### src/rtl/vga_text_console.sv
// Text-mode console writer: turns a host byte stream into video RAM writes,
// with cursor tracking, one-row scroll and full-screen clear.
module vga_text_console #(
    parameter int          COLS  = 80,
    parameter int          ROWS  = 25,
    parameter logic [7:0]  BLANK = 8'h20
) (
    input  logic        vclk,
    input  logic        rst,
    input  logic [7:0]  char_in,
    input  logic        char_valid,
    output logic        char_ready,
    output logic [11:0] addr,
    output logic [7:0]  dout,
    output logic        we,
    input  logic [7:0]  din,
    output logic [6:0]  cur_col,
    output logic [4:0]  cur_row
);

    // state  | meaning
    // IDLE   | waiting for a host byte (only state with char_ready high)
    // PUT    | act on the accepted byte: write printable cell or move cursor
    // SCR_RD | scroll: read cell idx+COLS
    // SCR_WR | scroll: write din back to cell idx
    // CLR    | write BLANK to cell idx, one cell per cycle
    typedef enum logic [2:0] {IDLE, PUT, SCR_RD, SCR_WR, CLR} state_t;

    localparam logic [11:0] COLS12    = 12'(COLS);
    localparam logic [11:0] LAST_CELL = 12'(COLS * ROWS - 1);
    localparam logic [11:0] SCR_CELLS = 12'((ROWS - 1) * COLS);
    localparam logic [6:0]  LAST_COL  = 7'(COLS - 1);
    localparam logic [4:0]  LAST_ROW  = 5'(ROWS - 1);

    state_t      state, state_nxt;
    logic [7:0]  byte_q;
    logic [11:0] idx, idx_nxt;
    logic [11:0] cnt, cnt_nxt;
    logic [6:0]  col_nxt;
    logic [4:0]  row_nxt;
    logic [11:0] addr_q;
    logic [7:0]  dout_q;
    logic        printable;
    logic        accept;
    logic        scroll;

    assign printable  = (byte_q >= 8'h20) && (byte_q != 8'h7F);
    assign char_ready = (state == IDLE) && !rst;
    assign accept     = char_valid && char_ready;

    always_ff @(posedge vclk) begin
        if (rst) begin
            state   <= CLR;
            idx     <= '0;
            cnt     <= LAST_CELL;
            cur_col <= '0;
            cur_row <= '0;
            addr_q  <= '0;
            dout_q  <= BLANK;
            byte_q  <= BLANK;
        end else begin
            state   <= state_nxt;
            idx     <= idx_nxt;
            cnt     <= cnt_nxt;
            cur_col <= col_nxt;
            cur_row <= row_nxt;
            addr_q  <= addr;
            dout_q  <= dout;
            if (accept)
                byte_q <= char_in;
        end
    end

    always_comb begin
        state_nxt = state;
        idx_nxt   = idx;
        cnt_nxt   = cnt;
        col_nxt   = cur_col;
        row_nxt   = cur_row;
        addr      = addr_q;
        dout      = dout_q;
        we        = 1'b0;
        scroll    = 1'b0;

        case (state)
            IDLE: begin
                if (accept)
                    state_nxt = PUT;
            end
            PUT: begin
                state_nxt = IDLE;
                if (printable) begin
                    addr = 12'(cur_row) * COLS12 + 12'(cur_col);
                    dout = byte_q;
                    we   = 1'b1;
                    if (cur_col == LAST_COL) begin
                        col_nxt = '0;
                        if (cur_row == LAST_ROW)
                            scroll = 1'b1;
                        else
                            row_nxt = cur_row + 5'd1;
                    end else begin
                        col_nxt = cur_col + 7'd1;
                    end
                end else begin
                    case (byte_q)
                        8'h0D: col_nxt = '0;
                        8'h0A: begin
                            if (cur_row == LAST_ROW)
                                scroll = 1'b1;
                            else
                                row_nxt = cur_row + 5'd1;
                        end
                        8'h08: begin
                            if (cur_col != 7'd0)
                                col_nxt = cur_col - 7'd1;
                        end
                        8'h0C: begin
                            col_nxt   = '0;
                            row_nxt   = '0;
                            idx_nxt   = '0;
                            cnt_nxt   = LAST_CELL;
                            state_nxt = CLR;
                        end
                        default: ;
                    endcase
                end
                if (scroll) begin
                    idx_nxt   = '0;
                    cnt_nxt   = SCR_CELLS - 12'd1;
                    state_nxt = SCR_RD;
                end
            end
            SCR_RD: begin
                addr      = idx + COLS12;
                state_nxt = SCR_WR;
            end
            SCR_WR: begin
                // din answers the address presented in the preceding SCR_RD cycle
                addr = idx;
                dout = din;
                we   = 1'b1;
                if (cnt == 12'd0) begin
                    idx_nxt   = SCR_CELLS;
                    cnt_nxt   = COLS12 - 12'd1;
                    state_nxt = CLR;
                end else begin
                    idx_nxt   = idx + 12'd1;
                    cnt_nxt   = cnt - 12'd1;
                    state_nxt = SCR_RD;
                end
            end
            CLR: begin
                addr = idx;
                dout = BLANK;
                we   = 1'b1;
                if (cnt == 12'd0) begin
                    state_nxt = IDLE;
                end else begin
                    idx_nxt = idx + 12'd1;
                    cnt_nxt = cnt - 12'd1;
                end
            end
            default: state_nxt = CLR;
        endcase

        // reset cancels the current cycle's write at once
        if (rst) begin
            addr = '0;
            dout = BLANK;
            we   = 1'b0;
        end
    end

endmodule

### config.mk
export PLATFORM = sky130hd
export DESIGN_NAME = vga_text_console
export DESIGN_NICKNAME = d
export VERILOG_FILES = /design/src/rtl/vga_text_console.sv
export SDC_FILE = /design/constraint.sdc
export NUM_CORES = 1
export LEC_CHECK = 0
export BUFFER_PORTS_ARGS = -buffer_cell sky130_fd_sc_hd__clkbuf_2
export CORE_MARGIN = 2
export CORE_UTILIZATION = 30
export DETAILED_ROUTE_END_ITERATION = 6
export PLACE_DENSITY = 0.47
export SKIP_CTS_REPAIR_TIMING = 1
export SYNTH_ARGS = -nofsm -noshare
export SYNTH_HDL_FRONTEND = slang
export SYNTH_SLANG_ARGS = --single-unit
### constraint.sdc
create_clock -name vclk -period 10.2 [get_ports vclk]
set_clock_uncertainty 0.15 [all_clocks]
set_input_delay 2.04 -clock vclk [delete_from_list [all_inputs] [get_ports vclk]]
set_output_delay 2.04 -clock vclk [all_outputs]
set_load 0.05 [all_outputs]
Word level (Yosys, flattened, before mapping)
Cells that the tools add are included.
- $mul: 1
- reductions and logical operators: 16
- equality and inequality tests: 18
- order comparisons: 1
- multiplexer cells: 41
- add/sub/neg operators: 7
- div/mod/pow operators: 0
- shift operators: 0
- bitwise gates (word level): 0
- operator list (cell ; count):
    $mux 12 ; 12
    $pmux 12 s3 ; 3
    $eq 8x4->1 const B ; 4
    $pmux 8 s3 ; 1
    $mux 7 ; 3
    $mux 3 ; 6
    $mux 8 ; 2
    $mux 5 ; 3
    $pmux 3 s5 ; 1
    $pmux 7 s2 ; 1
    $add 12x1->12 const B ; 1
    $add 12x7->12 ; 1
    $add 12x7->12 const B ; 1
    $logic_not 12->1 ; 1
    $sub 12x1->12 const B ; 1
    $pmux 5 s2 ; 1
    $reduce_bool 3->1 ; 3
    $ge 8x6->1 const B ; 1
    $mul 5x3->8 const B ; 1
    $ne 8x7->1 const B ; 1
    $add 7x1->7 const B ; 1
    $eq 7x7->1 const B ; 1
    $mux 1 ; 7
    $reduce_bool 7->1 ; 1
    other kinds (18) ; 26
- memories: 0
- bits in latches: 0
- memory bits (writable): 0
- memory bits (read-only): 0
- input bits: 19
- logic and storage cells: 92
- register bits: 67

Logic depth before layout (Yosys ltp)
Gate-level depths: netlist of the first run.
- depth in word-level cells: 7
- depth in mapped cells: 9

Worst setup path before layout of the first run
Ideal clock, no wire load.
- kind: input to output
- start point: input port rst
- end point: output port char_ready
- path slack: 4.201 ns
- arrival: 3.809 ns
- stages on the path: 2
- cells stage by stage: clkbuf_1 -> nor4_1
- longest elaborated chain between the ends: 2
- ends and longest elaborated chain (item ; RTL line ; text):
    from (decl) ; 9 ; input logic rst,
    $logic_not 1->1 ; 48 ; assign char_ready = (state == IDLE) && !rst;
    $logic_and 1x1->1 ; 48 ;
    to (decl) ; 12 ; output logic char_ready,
Every way passes these cells.

Final worst setup path of the first run
- start point: input port rst
- end point: output port dout[5]
- longest elaborated chain between the ends: 1
- ends and longest elaborated chain (item ; RTL line ; text):
    $mux 8 ; 168 ; if (rst) begin
    to (decl) ; 14 ; output logic [7:0] dout,
Every way passes these cells.

==> flow_metrics.env, run 1 <==
export IMPL_grt_start_max_net_pins=49
export IMPL_cts_tree="done"
export IMPL_grt_pass1_vias=4518
export IMPL_rows=45
export IMPL_whs_path_depth=2
export IMPL_grt_overflow_total=0
export IMPL_ys_seq_area_share_pct=28.5
export IMPL_setup_ws_ns=4.33
export IMPL_crit_chain="clkbuf_2 > buf_4 > a211oi_1 > o211ai_1 > clkbuf_2"
export IMPL_status="completed"
export IMPL_routed_wl_um=15400
export IMPL_initial_core_util_pct=30.8
export IMPL_dieArea_um2=16700
export IMPL_async_reset_ff_share_pct=0
export IMPL_drv_slew=0
export IMPL_core_area_um2=15300
export IMPL_syn_cell_area_um2=4710
export IMPL_die_h_um=129
export IMPL_antenna_cells=0
export IMPL_cp_common_cell="clkbuf_2"
export IMPL_synth_nets=632
export IMPL_synth_edf_count=0
export IMPL_fin_tns_setup_ns=0
export IMPL_slowest_stage="buf_4"
export IMPL_path_clk_slew_ns=0.06
export IMPL_cp_arrival_ns=3.68
export IMPL_tightest_slew_ns=1.09
export IMPL_critPathBufInv=3
export IMPL_utilization_pct=35.4
export IMPL_drtIter0Drc=326
export IMPL_power_total_mw=0.613
export IMPL_hold_class="reg -> reg"
export IMPL_start_kind="input port"
export IMPL_leakage_nw=1.89
export IMPL_drtPass1Iterations=6
export IMPL_slowest_delay_ns=0.56
export IMPL_route_detailed_drc=0
export IMPL_slew_headroom_pct=26.7
export IMPL_die_x_um=129
export IMPL_rsz0062_at_grt="no"
export IMPL_drive_above_1_share_pct=16.0
export IMPL_clock_latency_ns=0.35
export IMPL_numPortBuffers=52
export IMPL_min_delay_start="addr_q[5]$_SDFF_PP0_"
export IMPL_fin_crit_ns=5.87
export IMPL_pin_count=53
export IMPL_cts_buffers=9
export IMPL_cp_data_required_time_ns=8.01
export IMPL_fillCellCount=1600
export IMPL_crit_path_end_kind="primary output"
export IMPL_synth_top_flop_cell="dfxtp_1"
export IMPL_ys_seq_elements=67
export IMPL_crit_fanout=48
export IMPL_drv_cap=0
export IMPL_avgSynthCellArea_um2=7.92
export IMPL_grtUsageTotal_pct=19.0
export IMPL_worstReg2RegStart="state[0]$_SDFFE_PP0P_"
export IMPL_viasPerCell=5.87
export IMPL_vias=4915
export IMPL_fmax_mhz=170
export IMPL_antenna_found_initial=0
export IMPL_syn_inst=594
export IMPL_wl_per_cell_um=18.4
export IMPL_final_hold_violation_count=0
export IMPL_ant_nets=0
export IMPL_timing_rr_end="cnt[9]$_SDFFE_PP1P_"
export IMPL_area_growth_pct=14.9
export IMPL_cts_root_buf="clkbuf_16"
export IMPL_setup_viol=0
export IMPL_gp_congestion=0.850
export IMPL_period_share_pct=57.6
export IMPL_fin_nets=659
export IMPL_peakVddDrop_v=0.0000602
export IMPL_yosysUniqueCellTypes=82
export IMPL_cts_buffer_depth=2
export IMPL_p_per_area_nw_per_um2=113
export IMPL_r2r_slack_ns=6.94
export IMPL_crit_type="in -> out"
export IMPL_cts_sinks=67
export IMPL_crit_family="buffers and inverters"
export IMPL_grt_pass1_wl_um=24900
export IMPL_dp_final_hpwl_um=11000
export IMPL_cts_max_level=3
export IMPL_worst_r2r_path_depth=5
export IMPL_pre_cts_slack_ns=4.34
export IMPL_yosysWarnings=0
export IMPL_min_to="addr_q[5]$_SDFF_PP0_"
worst min-delay path: stages (launching register included):
cell and delay [ns]:
dfxtp_1 0.30, nand2_1 0.06, a21oi_1 0.06
cell type report:
cell class              count  area, µm²  area share [%]
repair buffers             58        305            5.65
clock buffers              10        239            4.42
multi-input cells         458       3090            57.2
clock inverters             6       65.1            1.20
well taps                 211        264            4.88
flip-flops and latches     67       1340            24.8
inverters                  27        101            1.87
cell usage after synthesis (4+ instances only):
cell type	count	area share, %
nor4_1	6	0.80
o211ai_1	16	2.6
nand3_1	34	3.6
and2_1	6	0.80
a32oi_1	4	0.74
nor3_1	18	1.9
a22oi_1	15	2.4
a311oi_1	5	0.93
nand2_1	48	3.8
buf_2	10	1.1
a221oi_1	6	1.1
a31oi_1	11	1.5
clkbuf_1	30	2.4
nand4b_1	5	0.93
inv_1	27	2.2
ha_1	17	4.5
or3_1	5	0.66
nor2_1	42	3.3
o21ai_0	22	2.3
a32o_1	7	1.5
o31ai_1	12	1.9
dfxtp_1	67	28
a21o_1	4	0.64
and3_1	9	1.2
nand4_1	9	1.2
nor2b_1	5	0.66
a21oi_1	55	5.8
a211oi_1	7	1.1
xnor2_1	4	0.74
where the power goes:
group	switching, mW	total [mW]	internal (mW)
registers	0.00355	0.268	0.264
logic	0.0151	0.0229	0.00777
clock network	0.127	0.322	0.195
total	0.145	0.613	0.467
logic make-up after synthesis:
group	synth area share, %
flops	28.5
buf+inv	5.93
xor+xnor	1.78
simple gates	24.6
compound gates	32.7
fa+ha+maj	5.37
mux	1.12
metrics by stage:
stage / hold slack, ns / instances / cell area [µm²]
floorplan: 0.294 / 594 / 4710
global placement: 0.313 / 821 / 5100
detailed placement: 0.310 / 821 / 5100
CTS: 0.317 / 837 / 5410
global route: 0.336 / 837 / 5410
finish: 0.314 / 837 / 5410
registers in the layout (all words and copies together), names as in the netlist:
signal,flops
idx,12
state,3
dout_q,8
addr_q,12
cur_row,5
cur_col,7
cnt,12
byte_q,8
worst max path at each step:
stage / startpoint / to / slack, ns / cells past startpoint
final: rst / dout[5] / 4.33 / 5
after global routing: rst / dout[5] / 4.19 / 5
after CTS: rst / dout[5] / 4.34 / 5
after detailed placement: rst / dout[5] / 4.34 / 5
after global placement: rst / dout[5] / 4.33 / 5
after floorplan: rst / char_ready / 4.20 / 2
metal layers:
layer | up-vias | GRT usage (%) | wire, µm
met5 | - | 0 | 0
met4 | 0 | 6.71 | 308
met3 | 23 | 2.56 | 795
met2 | 191 | 28.9 | 6710
met1 | 2350 | 27.5 | 7580
li1 | 2351 | - | -
placed cells by master, fill, tap and decap left out, types with 12 or more instances in the layout:
| cell | count |
|---|---|
| o21ai_0 | 22 |
| nor3_1 | 18 |
| o31ai_1 | 12 |
| dfxtp_1 | 67 |
| inv_1 | 27 |
| a22oi_1 | 15 |
| nand2_1 | 48 |
| nor2_1 | 42 |
| nand3_1 | 34 |
| a21oi_1 | 55 |
| clkbuf_2 | 52 |
| ha_1 | 17 |
| o211ai_1 | 16 |
Power figures use the tool's default switching activity.
==> inputs of run 2 (changes only) <==
PLACE_DENSITY = 0.49   (was 0.47)
clock period = 4.79 ns   (was 10.2 ns; I/O delays follow)
==> run 2 against run 1 <==
Net effect: combinational power increased by 120%; routed wire length decreased by 0.66%; flip-flop and latch count unchanged; clock-buffer cell count increased by 2; non-clock buffer count increased by 4; via count decreased by 1.2%; final cell count increased by 0.36%; core utilization unchanged; power increased by 100%; sequential power increased by 110%; critical path depth increased by 5; critical path type is now reg -> out; highest routed layer unchanged.
==> flow_metrics.env, run 2 (synthesized netlist as in run 1, its figures left out) <==
export IMPL_cts_max_level=3
export IMPL_r2r_slack_ns=1.59
export IMPL_tightest_slew_ns=0.991
export IMPL_cts_buffers=9
export IMPL_grt_pass1_vias=4592
export IMPL_pre_cts_slack_ns=0.640
export IMPL_worstReg2RegStart="state[2]$_SDFFE_PP1P_"
export IMPL_initial_core_util_pct=30.8
export IMPL_pin_count=53
export IMPL_drtPass1Iterations=5
export IMPL_regArea_um2=1340
export IMPL_cts_tree="done"
export IMPL_switching_share_pct=23.2
export IMPL_antenna_cells=0
export IMPL_core_area_um2=15300
export IMPL_fin_crit_ns=4.50
export IMPL_fillCellCount=1602
export IMPL_cts_root_buf="clkbuf_16"
export IMPL_timing_rr_end="idx[9]$_SDFFE_PP0P_"
export IMPL_crit_type="reg -> out"
export IMPL_dp_final_hpwl_um=11000
export IMPL_grt_start_max_net_pins=39
export IMPL_min_to="addr_q[5]$_SDFF_PP0_"
export IMPL_drv_slew=0
export IMPL_p_per_area_nw_per_um2=227
export IMPL_clock_latency_ns=0.33
export IMPL_area_growth_pct=14.9
export IMPL_path_clk_slew_ns=0.06
export IMPL_layout_commonest_cell="dfxtp_1"
export IMPL_worst_r2r_path_depth=4
export IMPL_crit_fanout=7
export IMPL_wl_per_cell_um=18.2
export IMPL_gp_congestion=0.884
export IMPL_vias=4854
export IMPL_mostFrequentLayoutCells="dfxtp_1, a21oi_1, clkbuf_2"
export IMPL_fmax_mhz=222
export IMPL_p_clk_share_pct=49.2
export IMPL_fin_tns_setup_ns=0
export IMPL_hold_class="reg -> reg"
export IMPL_internal_power_mw=0.940
export IMPL_cts_sinks=67
export IMPL_slew_headroom_pct=33.9
export IMPL_pwr_share_comb_pct=4.2
export IMPL_antenna_found_initial=0
export IMPL_grtUsageTotal_pct=18.7
export IMPL_routed_wl_um=15300
export IMPL_rsz0062_at_grt="no"
export IMPL_drv_cap=0
export IMPL_multi_input_area_um2=3090
export IMPL_route_detailed_drc=0
export IMPL_grt_overflow_total=0
export IMPL_die_x_um=129
export IMPL_dieArea_um2=16700
export IMPL_whs_path_depth=2
export IMPL_ant_nets=0
export IMPL_largestRegisters="addr_q (12), cnt (12), idx (12)"
export IMPL_crit_path_end_kind="primary output"
export IMPL_start_kind="register"
export IMPL_setup_viol=0
export IMPL_drive_above_1_share_pct=16.1
export IMPL_drtIter0Drc=363
export IMPL_power_frac_seq_pct=46.6
export IMPL_setup_ws_ns=0.292
export IMPL_numPortBuffers=52
export IMPL_final_hold_violation_count=0
export IMPL_peakVddDrop_v=0.000129
export IMPL_rows=45
export IMPL_switchingPower_mw=0.285
export IMPL_grt_pass1_wl_um=24500
export IMPL_cp_arrival_ns=3.39
export IMPL_cts_buffer_depth=2
export IMPL_leakage_nw=1.91
export IMPL_die_h_um=129
export IMPL_viasPerCell=5.78
export IMPL_period_share_pct=93.9
export IMPL_min_delay_start="addr_q[5]$_SDFF_PP0_"
export IMPL_status="completed"
export IMPL_cp_data_required_time_ns=3.68
export IMPL_fin_nets=663
-- run 2: changes by cell type in the layout (fill, tap and decap cells not counted) --
cell        previous run  this run
clkinvlp_4             4         0
buf_4                  6         9
clkbuf_1               0         2
clkinv_2               1         3
buf_12                 0         1
bufinv_16              1         0
-- run 2: cell type report --
cell class              count  area share [%]
clock buffers              12            4.56
clock inverters             3           0.278
inverters                  27            1.87
multi-input cells         458            57.2
flip-flops and latches     67            24.8
well taps                 211            4.88
repair buffers             62            6.43
-- run 2: worst max-delay path, stage by stage, from the launching register on --
cell and delay [ns]:
dfxtp_1 0.38, ha_1 0.31, ha_1 0.16, inv_1 0.06, fa_1 0.39, xor2_1 0.22
a2111oi_4 0.37, xnor3_1 0.38, a2111oi_2 0.41, a21o_1 0.12, clkbuf_2 0.27
-- run 2: stage by stage --
stage | instances | util, % | hold slack, ns | total power [mW] | instance area, µm²
after floorplan | 594 | - | 0.294 | 0.612 | 4710
after global placement | 825 | 33.7 | 0.305 | 0.634 | 5150
after detailed placement | 825 | 33.7 | 0.310 | 0.634 | 5150
after CTS | 840 | 35.4 | 0.318 | 1.24 | 5410
after global routing | 840 | 35.4 | 0.351 | 1.26 | 5410
final | 840 | 35.4 | 0.313 | 1.22 | 5410
-- run 2: how the worst max path moves through the flow --
stage	startpoint	endpoint	slack, ns	cells past startpoint
6_report	cur_row[1]$_SDFFE_PP0P_	addr[10]	0.29	10
5_1_grt	cur_row[3]$_SDFFE_PP0P_	addr[10]	0.11	10
4_1_cts	cur_row[1]$_SDFFE_PP0P_	addr[10]	0.27	10
3_5_place_dp	cur_row[1]$_SDFFE_PP0P_	addr[10]	0.64	10
3_3_place_gp	cur_row[1]$_SDFFE_PP0P_	addr[10]	0.68	10
2_1_floorplan	cur_row[2]$_SDFFE_PP0P_	addr[9]	0.38	9
-- run 2: power by group through the flow --
stage / combinational, mW / sequential [mW] / clock (mW)
floorplan: 0.0326 / 0.579 / 0
global placement: 0.0510 / 0.583 / 0
detailed placement: 0.0515 / 0.583 / 0
CTS: 0.0516 / 0.571 / 0.619
global route: 0.0564 / 0.572 / 0.635
finish: 0.0514 / 0.571 / 0.602
-- run 2: per-layer routing --
metal,global-route usage [%],vias to the layer above,routed length (µm)
met2,29.3,169,6860
li1,-,2347,-
met5,0,-,0
met4,7.42,0,317
met3,3.72,22,913
met1,25.3,2316,7210
==> inputs of run 3 (changes only) <==
CAP_MARGIN = 20   (was unset)
CORE_MARGIN = 1.5   (was 2)
CORE_UTILIZATION = 45   (was 30)
PLACE_DENSITY = 0.67   (was 0.49)
==> run 3 against run 2 <==
Net effect: non-clock buffer count down 1; die area down 34%; via count up 0.58%; final cell count down 8.9%; maximum frequency down 0.96%; register-to-register slack better by 0.04 ns; power down 5.9%; critical endpoint unchanged; highest routed layer unchanged.
==> flow_metrics.env, run 3 (synthesized netlist as in run 1, its figures left out) <==
export IMPL_crit_path_end_kind="primary output"
export IMPL_fmax_mhz=220
export IMPL_r2r_slack_ns=1.63
export IMPL_worstReg2RegStart="state[2]$_SDFFE_PP1P_"
export IMPL_wl_met3_um=924
export IMPL_tightest_slew_ns=1.18
export IMPL_peakVddDrop_v=0.000142
export IMPL_timing_rr_end="idx[9]$_SDFFE_PP0P_"
export IMPL_grtUsageTotal_pct=25.4
export IMPL_route_detailed_drc=0
export IMPL_p_per_area_nw_per_um2=220
export IMPL_final_hold_violation_count=0
export IMPL_numPortBuffers=52
export IMPL_pin_count=53
export IMPL_mostFrequentLayoutCells="dfxtp_1, a21oi_1, clkbuf_2"
export IMPL_gp_congestion=0.938
export IMPL_initial_core_util_pct=46.0
export IMPL_leakage_nw=1.88
export IMPL_wl_per_cell_um=18.4
export IMPL_drtPass1Iterations=6
export IMPL_min_delay_start="addr_q[5]$_SDFF_PP0_"
export IMPL_area_growth_pct=11.5
export IMPL_crit_fanout=8
export IMPL_die_x_um=105
export IMPL_power_total_mw=1.15
export IMPL_period_share_pct=94.8
export IMPL_antenna_found_initial=0
export IMPL_top_layer_used="met4"
export IMPL_min_to="addr_q[5]$_SDFF_PP0_"
export IMPL_layout_commonest_cell="dfxtp_1"
export IMPL_dr_wl_met2_um=6510
export IMPL_die_h_um=105
export IMPL_cts_tree="done"
export IMPL_utilization_pct=51.3
export IMPL_worst_r2r_path_depth=4
export IMPL_wl_met1_um=6360
export IMPL_cp_data_required_time_ns=3.68
export IMPL_ant_nets=0
export IMPL_crit_type="reg -> out"
export IMPL_startpoint="cur_row[3]$_SDFFE_PP0P_"
export IMPL_setup_viol=0
export IMPL_cp_arrival_ns=3.43
export IMPL_routed_wl_um=14100
export IMPL_start_kind="register"
export IMPL_grt_overflow_total=0
export IMPL_cts_root_buf="clkbuf_8"
export IMPL_antenna_cells=0
export IMPL_slew_headroom_pct=21.3
export IMPL_clock_latency_ns=0.35
export IMPL_rows=37
export IMPL_drv_slew=0
export IMPL_drtIter0Drc=525
export IMPL_placed_cells=749
export IMPL_fin_nets=662
export IMPL_drive_above_1_share_pct=16.2
export IMPL_hold_class="reg -> reg"
export IMPL_whs_path_depth=2
export IMPL_core_area_um2=10200
export IMPL_cts_buffer_depth=2
export IMPL_cts_buffers=9
export IMPL_cts_max_level=3
export IMPL_status="completed"
export IMPL_fin_cells=765
export IMPL_largestRegisters="addr_q (12), cnt (12), idx (12)"
export IMPL_path_clk_slew_ns=0.08
export IMPL_viasPerCell=6.38
export IMPL_grt_pass1_wl_um=22800
export IMPL_dieArea_um2=11100
export IMPL_dp_final_hpwl_um=9950
export IMPL_rsz0062_at_grt="no"
export IMPL_cts_sinks=67
export IMPL_fin_tns_setup_ns=0
export IMPL_grt_pass1_vias=4581
export IMPL_fin_crit_ns=4.54
export IMPL_drv_cap=0
export IMPL_fin_hold_ws_ns=0.326
export IMPL_vias=4882
export IMPL_grt_start_max_net_pins=25
-- run 3: changes by cell type in the layout (fill, tap and decap cells not counted), moves of 2 or more --
cell / previous run / this run
bufinv_16: 0 / 2
clkbuf_16: 9 / 0
clkbuf_8: 1 / 9
clkinv_2: 3 / 1
clkinv_4: 0 / 2
-- run 3: area by class of cell --
class / count / area [µm²]
Timing Repair Buffer: 61 / 328
Clock buffer: 10 / 128
Sequential cell: 67 / 1340
Clock inverter: 6 / 90.1
Multi-Input combinational cell: 458 / 3090
Fill cell: 975 / 4980
Tap cell: 136 / 170
Inverter: 27 / 101
-- run 3: worst max-delay path by stage --
stage,end,slack (ns)
2_1_floorplan,addr[9],0.38
3_3_place_gp,addr[10],0.70
3_5_place_dp,addr[10],0.63
4_1_cts,addr[10],0.25
5_1_grt,addr[10],0.04
6_report,addr[10],0.25
-- run 3: metal layers --
layer	up-vias	global-route usage [%]
met4	0	10.4
met3	24	3.34
met5	-	0
li1	2345	-
met1	2301	34.2
met2	212	41.1
-- run 3: where the power goes --
part	internal, mW	switching, mW
Combinational	0.0176	0.0323
Clock	0.294	0.239
Sequential	0.562	0.00751
-- run 3: worst max-delay path, cell delays in order (launching register included) --
cell,delay (ns)
dfxtp_1,0.40
ha_1,0.31
ha_1,0.16
inv_1,0.06
fa_1,0.39
xor2_1,0.21
a2111oi_4,0.39
xnor3_1,0.38
a2111oi_2,0.41
a21o_1,0.12
clkbuf_2,0.27
-- run 3: per-stage QoR --
step           worst slack, ns  area (µm²)
6_report                 0.248        5250
5_1_grt                 0.0399        5250
4_1_cts                  0.255        5250
3_5_place_dp             0.632        5030
3_3_place_gp             0.698        5030
2_1_floorplan            0.384        4710
